--- config.mk ---
export PLATFORM = sky130hd
export DESIGN_NAME = traffic_ctrl
export DESIGN_NICKNAME = d
export VERILOG_FILES = /design/src/rtl/traffic_ctrl_pkg.sv /design/src/rtl/timer.sv /design/src/rtl/traffic_ctrl.sv
export SDC_FILE = /design/constraint.sdc
export NUM_CORES = 1
export LEC_CHECK = 0
export BUFFER_PORTS_ARGS = -buffer_cell sky130_fd_sc_hd__buf_2
export CORE_AREA = 10 10 47 49
export DETAILED_ROUTE_END_ITERATION = 8
export DIE_AREA = 0 0 57 59
export PLACE_DENSITY = 0.71
export REMOVE_ABC_BUFFERS = 1
export SLEW_MARGIN = 30
export SYNTH_ARGS = -nofsm -noshare
export SYNTH_HDL_FRONTEND = slang
export SYNTH_SLANG_ARGS = --single-unit
--- constraint.sdc ---
create_clock -name clk -period 3.3 [get_ports clk]
set_clock_uncertainty 0.2 [all_clocks]
set_input_delay 0 -clock clk [delete_from_list [all_inputs] [get_ports clk]]
set_output_delay 0 -clock clk [all_outputs]
set_load 0.02 [all_outputs]
--- src/rtl/traffic_ctrl_pkg.sv ---
// traffic_ctrl_pkg: shared types for the intersection sequencer.
// Holds the phase encoding and the one-hot {R,Y,G} light codes.
package traffic_ctrl_pkg;

  typedef enum logic [2:0] {
    MAIN_GRN,
    MAIN_YEL,
    ALLRED1,
    WALK,
    SIDE_GRN,
    SIDE_YEL,
    ALLRED2
  } state_e;

  localparam logic [2:0] RED = 3'b100;
  localparam logic [2:0] YEL = 3'b010;
  localparam logic [2:0] GRN = 3'b001;

endpackage

--- src/rtl/timer.sv ---
// timer: N-bit down counter, loadable, saturating at zero.
// Ports: clk, rst (async high), load, en, init in; count out.
module timer #(
  parameter int N = 4
) (
  input  logic         clk,
  input  logic         rst,
  input  logic         load,
  input  logic         en,
  input  logic [N-1:0] init,
  output logic [N-1:0] count
);

  logic [N-1:0] cnt_q;
  logic [N-1:0] cnt_d;

  always_comb begin
    cnt_d = cnt_q;
    if (load)
      cnt_d = init;
    else if (en && cnt_q != '0)
      cnt_d = cnt_q - 1'b1;
  end

  always_ff @(posedge clk or posedge rst) begin
    if (rst)
      cnt_q <= '1;
    else
      cnt_q <= cnt_d;
  end

  assign count = cnt_q;

endmodule

--- src/rtl/traffic_ctrl.sv ---
// traffic_ctrl: Moore phase sequencer for a two-road crossing
// with pedestrian walk. In: clk, rst, tick, sensor, walk_req.
// Out: main/side lights, walk_light, walk_pend, timer_out.
module traffic_ctrl
  import traffic_ctrl_pkg::*;
#(
  parameter int          N        = 4,
  parameter int unsigned T_GREEN  = 8,
  parameter int unsigned T_YEL    = 3,
  parameter int unsigned T_ALLRED = 1,
  parameter int unsigned T_SIDE   = 6,
  parameter int unsigned T_WALK   = 5
) (
  input  logic         clk,
  input  logic         rst,
  input  logic         tick,
  input  logic         sensor,
  input  logic         walk_req,
  output logic [2:0]   main_light,
  output logic [2:0]   side_light,
  output logic         walk_light,
  output logic         walk_pend,
  output logic [N-1:0] timer_out
);

  state_e       state_q, state_d;
  logic         load_q, load_d;
  logic         wpend_q, wpend_d;
  logic [N-1:0] init;
  logic         expire;

  // Ticks landing on the load cycle are dropped.
  timer #(.N(N)) u_timer (
    .clk   (clk),
    .rst   (rst),
    .load  (load_q),
    .en    (tick & ~load_q),
    .init  (init),
    .count (timer_out)
  );

  assign expire = (timer_out == '0) & ~load_q;

  always_comb begin
    unique case (state_q)
      MAIN_GRN: init = N'(T_GREEN);
      MAIN_YEL,
      SIDE_YEL: init = N'(T_YEL);
      WALK:     init = N'(T_WALK);
      SIDE_GRN: init = N'(T_SIDE);
      default:  init = N'(T_ALLRED);
    endcase
  end

  always_ff @(posedge clk or posedge rst) begin
    if (rst) begin
      state_q <= MAIN_GRN;
      load_q  <= 1'b1;
      wpend_q <= 1'b0;
    end else begin
      state_q <= state_d;
      load_q  <= load_d;
      wpend_q <= wpend_d;
    end
  end

  // Idle main green holds at zero with no reload
  // until a car or pedestrian shows up.
  always_comb begin
    state_d = state_q;
    if (expire) begin
      unique case (state_q)
        MAIN_GRN:
          if (sensor | wpend_q)
            state_d = MAIN_YEL;
        MAIN_YEL: state_d = ALLRED1;
        ALLRED1:
          state_d = wpend_q ? WALK : SIDE_GRN;
        WALK:
          state_d = sensor ? SIDE_GRN : ALLRED2;
        SIDE_GRN: state_d = SIDE_YEL;
        SIDE_YEL: state_d = ALLRED2;
        default:  state_d = MAIN_GRN;
      endcase
    end
    load_d = (state_d != state_q);
    // Entering WALK serves the request; clear beats set.
    if (state_d == WALK && state_q != WALK)
      wpend_d = 1'b0;
    else if (walk_req && state_q != WALK)
      wpend_d = 1'b1;
    else
      wpend_d = wpend_q;
  end

  always_comb begin
    main_light = RED;
    side_light = RED;
    walk_light = 1'b0;
    unique case (state_q)
      MAIN_GRN: main_light = GRN;
      MAIN_YEL: main_light = YEL;
      SIDE_GRN: side_light = GRN;
      SIDE_YEL: side_light = YEL;
      WALK:     walk_light = 1'b1;
      default:  ;
    endcase
  end

  assign walk_pend = wpend_q;

endmodule

Word level (Yosys, flattened, before mapping) --
Cells that the tools add are included.
Word-level totals: input port bits 5, bits in registers 9
Cells by class: equal/unequal tests 8, add/sub/neg operators 1, reductions and logical operators 9, bitwise gates (word level) 4, multiplexer cells 13
Operators with widths (number):
- case mux 3 bit (6 select lines) | 1
- case mux 4 bit (4 select lines) | 1
- case mux 3 bit (2 select lines) | 2
- == test 3 x 2 -> 1 bit, second input constant | 3
- two-way mux 3 bit | 3
- two-way mux 4 bit | 2
- == test 3 bit, second input constant | 2
- logical NOT 4 bit | 1
- nonzero test 2 bit | 2
- nonzero test 4 bit | 1
- subtractor 4 x 1 -> 4 bit, second input constant | 1
- == test 3 x 1 -> 1 bit, second input constant | 1
- logical AND 1 bit | 3
- logical NOT 3 bit | 1
- two-way mux 1 bit | 3
- != test 3 x 2 -> 1 bit, second input constant | 1
- != test 3 bit | 1
- bitwise AND 1 bit | 2
- two-way mux 2 bit | 1
- OR reduction 2 bit | 1
- inverter 1 bit | 1
- OR 1 bit | 1

Depth between registers and ports, before layout --
word-level depth 7, mapped depth 6

Modules after synthesis --
Synthesis repeated with hierarchy kept, for this count alone.
Second synthesis, totals: cell total of the unflattened synthesis 70, area, all modules 614.3 um^2
By module, submodules not included:
- traffic_ctrl | instances 1, cells an instance 42, seq. area each 126.4 um^2, area an instance 360.3 um^2
- timer | instances 1, cells an instance 28, seq. area each 105.1 um^2, area an instance 254.0 um^2

Least setup slack after synthesis --
OpenSTA, ideal clock, no wires.
path kind reg2reg, start point register u_timer.cnt_q[0] (netlist: u_timer.count[0]), end point register u_timer.cnt_q[2] (netlist: u_timer.count[2]), data arrival time 1.592 ns, path slack 1.428 ns, library setup time 0.081 ns, stages on the path, launching flop included 6, clock period less this slack 1.872 ns, cell sequence dfstp_2 inv_1 ha_1 nor4b_1 or3_2 a32oi_1
Between the ends: word-level cells in the longest chain between the ends 3, elaborated cells between the ends (all ways) 6, classes of those cells add/sub: 1; mux: 2; reduce/logical: 3
RTL lines:
- start, declared | RTL line timer.sv:14 | logic [N-1:0] cnt_q;
- start signal, assigned | RTL line timer.sv:29 | cnt_q <= cnt_d;
- subtractor 4 x 1 -> 4 bit or nonzero test 4 bit (tied branches) | RTL line timer.sv:22, timer.sv:21
- two-way mux 4 bit or logical AND 1 bit (tied branches) | RTL line timer.sv:21 | else if (en && cnt_q != '0)
- two-way mux 4 bit or nonzero test 2 bit (tied branches)
Several ways; a longest one is shown, not always the timed one. The select of a mux whose other input is x is not followed. A chain may end at the register's enable or synchronous reset.

Worst setup path in the final report --
Ends and elaborated chain as after synthesis.

==> flow_summary_export.csv <==
group,metric,value,unit
sta,finalCritPeriodShare,57.9,%
sta,slew_headroom,55.1,%
logic_synthesis,async_reset_ff_share,100,%
floorplan,die_w,57,um
logic_synthesis,ys_warn_count,0,
floorplan,ios,17,
final_layout,nNetsFinal,95,
floorplan,start_util,40.9,%
grt,grt_usage,8.08,%
pwr,p_switching,0.000332,W
detailed_routing,wire_per_inst,13.1,um
sta,rsz0062_at_grt,"no",
floorplan,die_h,59,um
clock_tree,clockBufferDepth,2,
floorplan,die-area,3360,um2
clock_tree,cts_root_buffer,"clkbuf_4",
grt,grt_pass1_vias,525,
pwr,leakage,0.353,nW
final_layout,final_cells,103,
logic_synthesis,synth.distinct_cells,30,
pwr,internal-power,0.000375,W
logic_synthesis,yosys.area.top_type,"dfstp_2",
sta,tightest_slew,665,ps
critical_path,path_class,"reg2reg",
grt,grt-ovfl-total,0,
pwr,seqPwrFrac,37.3,%
status,status,"finished clean",
detailed_routing,viasPerCell,5.40,
logic_synthesis,synth-seq-area-share,40.4,%
sta,tns,0,ps
logic_synthesis,syn_inst,66,
logic_synthesis,synth_area_leaders,"dfstp_2, dfrtp_1, inv_1",
grt,grt_max_degree,11,
detailed_routing,drc,0,
critical_path,critPathBufInv,1,
critical_path,critPathCaptureType,"register",
sta,fin_crit,1910,ps
critical_path,critical_path.cell_chain,"inv_1 -> ha_1 -> nor4b_1 -> or3_2 -> a32oi_1",
critical_path,worst-path-max-fanout,5,
final_layout,postLayoutCoreUtil,51.3,%
final_layout,final_common_cell,"buf_2",
critical_path,cp.required,3280,ps
critical_path,cp_slowest_cell,"dfstp_2",
final_layout,final_cell_mix,"buf_2, inv_1, a21oi_1, nand2_1",
flow_run,max_cap_violations,0,
logic_synthesis,ys_ff_latch,9,
sta,setup_viol,0,
logic_synthesis,synth_flop_cell,"dfstp_2",
place,placed_cells,95,
critical_path,max_stage_delay,560,ps
clock_tree,cts_tree,"yes",
pwr,power_frac_clock,12.1,%
worst_hold_path,hold_class,"in2async",
pwr,switching_share,46.9,%
grt,antenna_found_initial,0,
final_layout,fill_cells,136,
final_layout,area_delta_synth_final,25.5,%
critical_path,critPathTopFamily,"simple AND/OR/NAND/NOR gates",
clock_tree,cts_max_level,1,
clock_tree,insertion_delay,260,ps
sta,holdWs,37.2,ps
clock_tree,cts.sinks,9,
logic_synthesis,synth_top_area_share,22.9,%
sta,fmax,524,MHz
pwr,finalPower,0.000706,W
pwr,pwr-share-comb,50.6,%
logic_synthesis,syn_area,573,um2
sta,slew_viol_final,0,
critical_path,worstPathArrival,1890,ps
final_layout,layout-drive-gt1-share,31.0,%
detailed_routing,drtPass1Iterations,4,
detailed_routing,wl,1350,um
floorplan,rows,14,
place,port_buffers,16,
clock_tree,numCtsBuffers,3,
logic_synthesis,syn_area_per_cell,8.68,um2
final_layout,antennaDiodeCount,0,
floorplan,core,1400,um2
grt,grt_pass1_wl,2240,um
pwr,vdd_ir_drop_max,0.473,mV
place,gp_congestion,0.775,
place,place_hpwl,1060,um
logic_synthesis,synth_edf_count,0,
pwr,p_per_area,982,nW/um2
sta,hold_viol,0,
clock_tree,post_cts_buffers,0,
detailed_routing,detail-route-antenna-nets,0,
clock_tree,clk_pin_slew,60,ps
detailed_routing,dr_total_vias,556,
detailed_routing,drtIter0Drc,18,
critical_path,worst_setup_path_start_kind,"register",
## flip-flops by register name, summed over array words and instances, names as in the netlist
signal / count
u_timer.count: 4
state_q: 3
load_q: 1
walk_pend: 1
## per-stage QoR
step | area (um2) | setup slack [ps]
2_1_floorplan | 553 | 1430
3_3_place_gp | 653 | 1410
3_5_place_dp | 653 | 1400
4_1_cts | 719 | 1390
5_1_grt | 719 | 1320
6_report | 719 | 1390
## cell usage after synthesis, types with 2 or more instances
| master | instances |
|---|---|
| nand2_1 | 6 |
| inv_1 | 9 |
| a32oi_1 | 2 |
| a21oi_1 | 6 |
| dfrtp_1 | 4 |
| nor2_1 | 5 |
| dfstp_2 | 5 |
| nand2b_1 | 2 |
| o21ai_0 | 5 |
| ha_1 | 2 |
## layer usage
layer	GRT usage [%]	routed length [um]
met5	0	0
met4	4.03	0
met3	3.86	151
met2	12.1	557
met1	9.40	636
## worst reg2reg max path, delay by kind of cell (launching register included)
kind	cells	cell delay [ps]
simple gates	2	630
flops	1	560
fa+ha+maj	1	200
compound gates	1	180
buf+inv	1	60
## worst paths after layout
| path | slack (ps) | to | start | depth (start not counted) |
|---|---|---|---|---|
| setup / recovery | 1390 | u_timer.count[2] | u_timer.count[0] | 5 |
| max in group asynchronous | 2560 | u_timer.count[0] | rst | 3 |
| hold reg to reg | 340 | u_timer.count[1] | u_timer.count[1] | 2 |
| setup reg to reg | 1390 | u_timer.count[2] | u_timer.count[0] | 5 |
| hold / removal | 40 | walk_pend | rst | 3 |
| min in group clk | 340 | u_timer.count[1] | u_timer.count[1] | 2 |
## power groups by stage
stage | clock network [W] | logic [W] | registers [W]
floorplan | 0 | 0.000220 | 0.000289
global placement | 0 | 0.000354 | 0.000264
detailed placement | 0 | 0.000356 | 0.000265
CTS | 0.0000869 | 0.000362 | 0.000262
global route | 0.0000910 | 0.000397 | 0.000277
finish | 0.0000854 | 0.000358 | 0.000264
## cells by family (layout without fill, tap and decap cells)
logic type,after synthesis,after routing,share of synthesized area (%)
flops,9,9,40.4
simple gates,23,23,23.1
buf+inv,12,33,9.39
fa+ha+maj,2,2,4.37
compound gates,20,20,22.7
## final cells by class
class	instances	area, um2	area share (%)
clock buffer	4	26.3	3.65
inverter	9	33.8	4.70
multi-input combinational	45	288	40.0
sequential	9	231	32.2
tap	16	20.0	2.78
timing repair buffer	20	120	16.7
## repair_timing
action / CTS / global route
endpoints found under the hold margin: 15 / 0
gates resized for setup: 0 / 0
hold buffers: 4 / 0
Note: power is estimated with default switching activity, not from simulation.
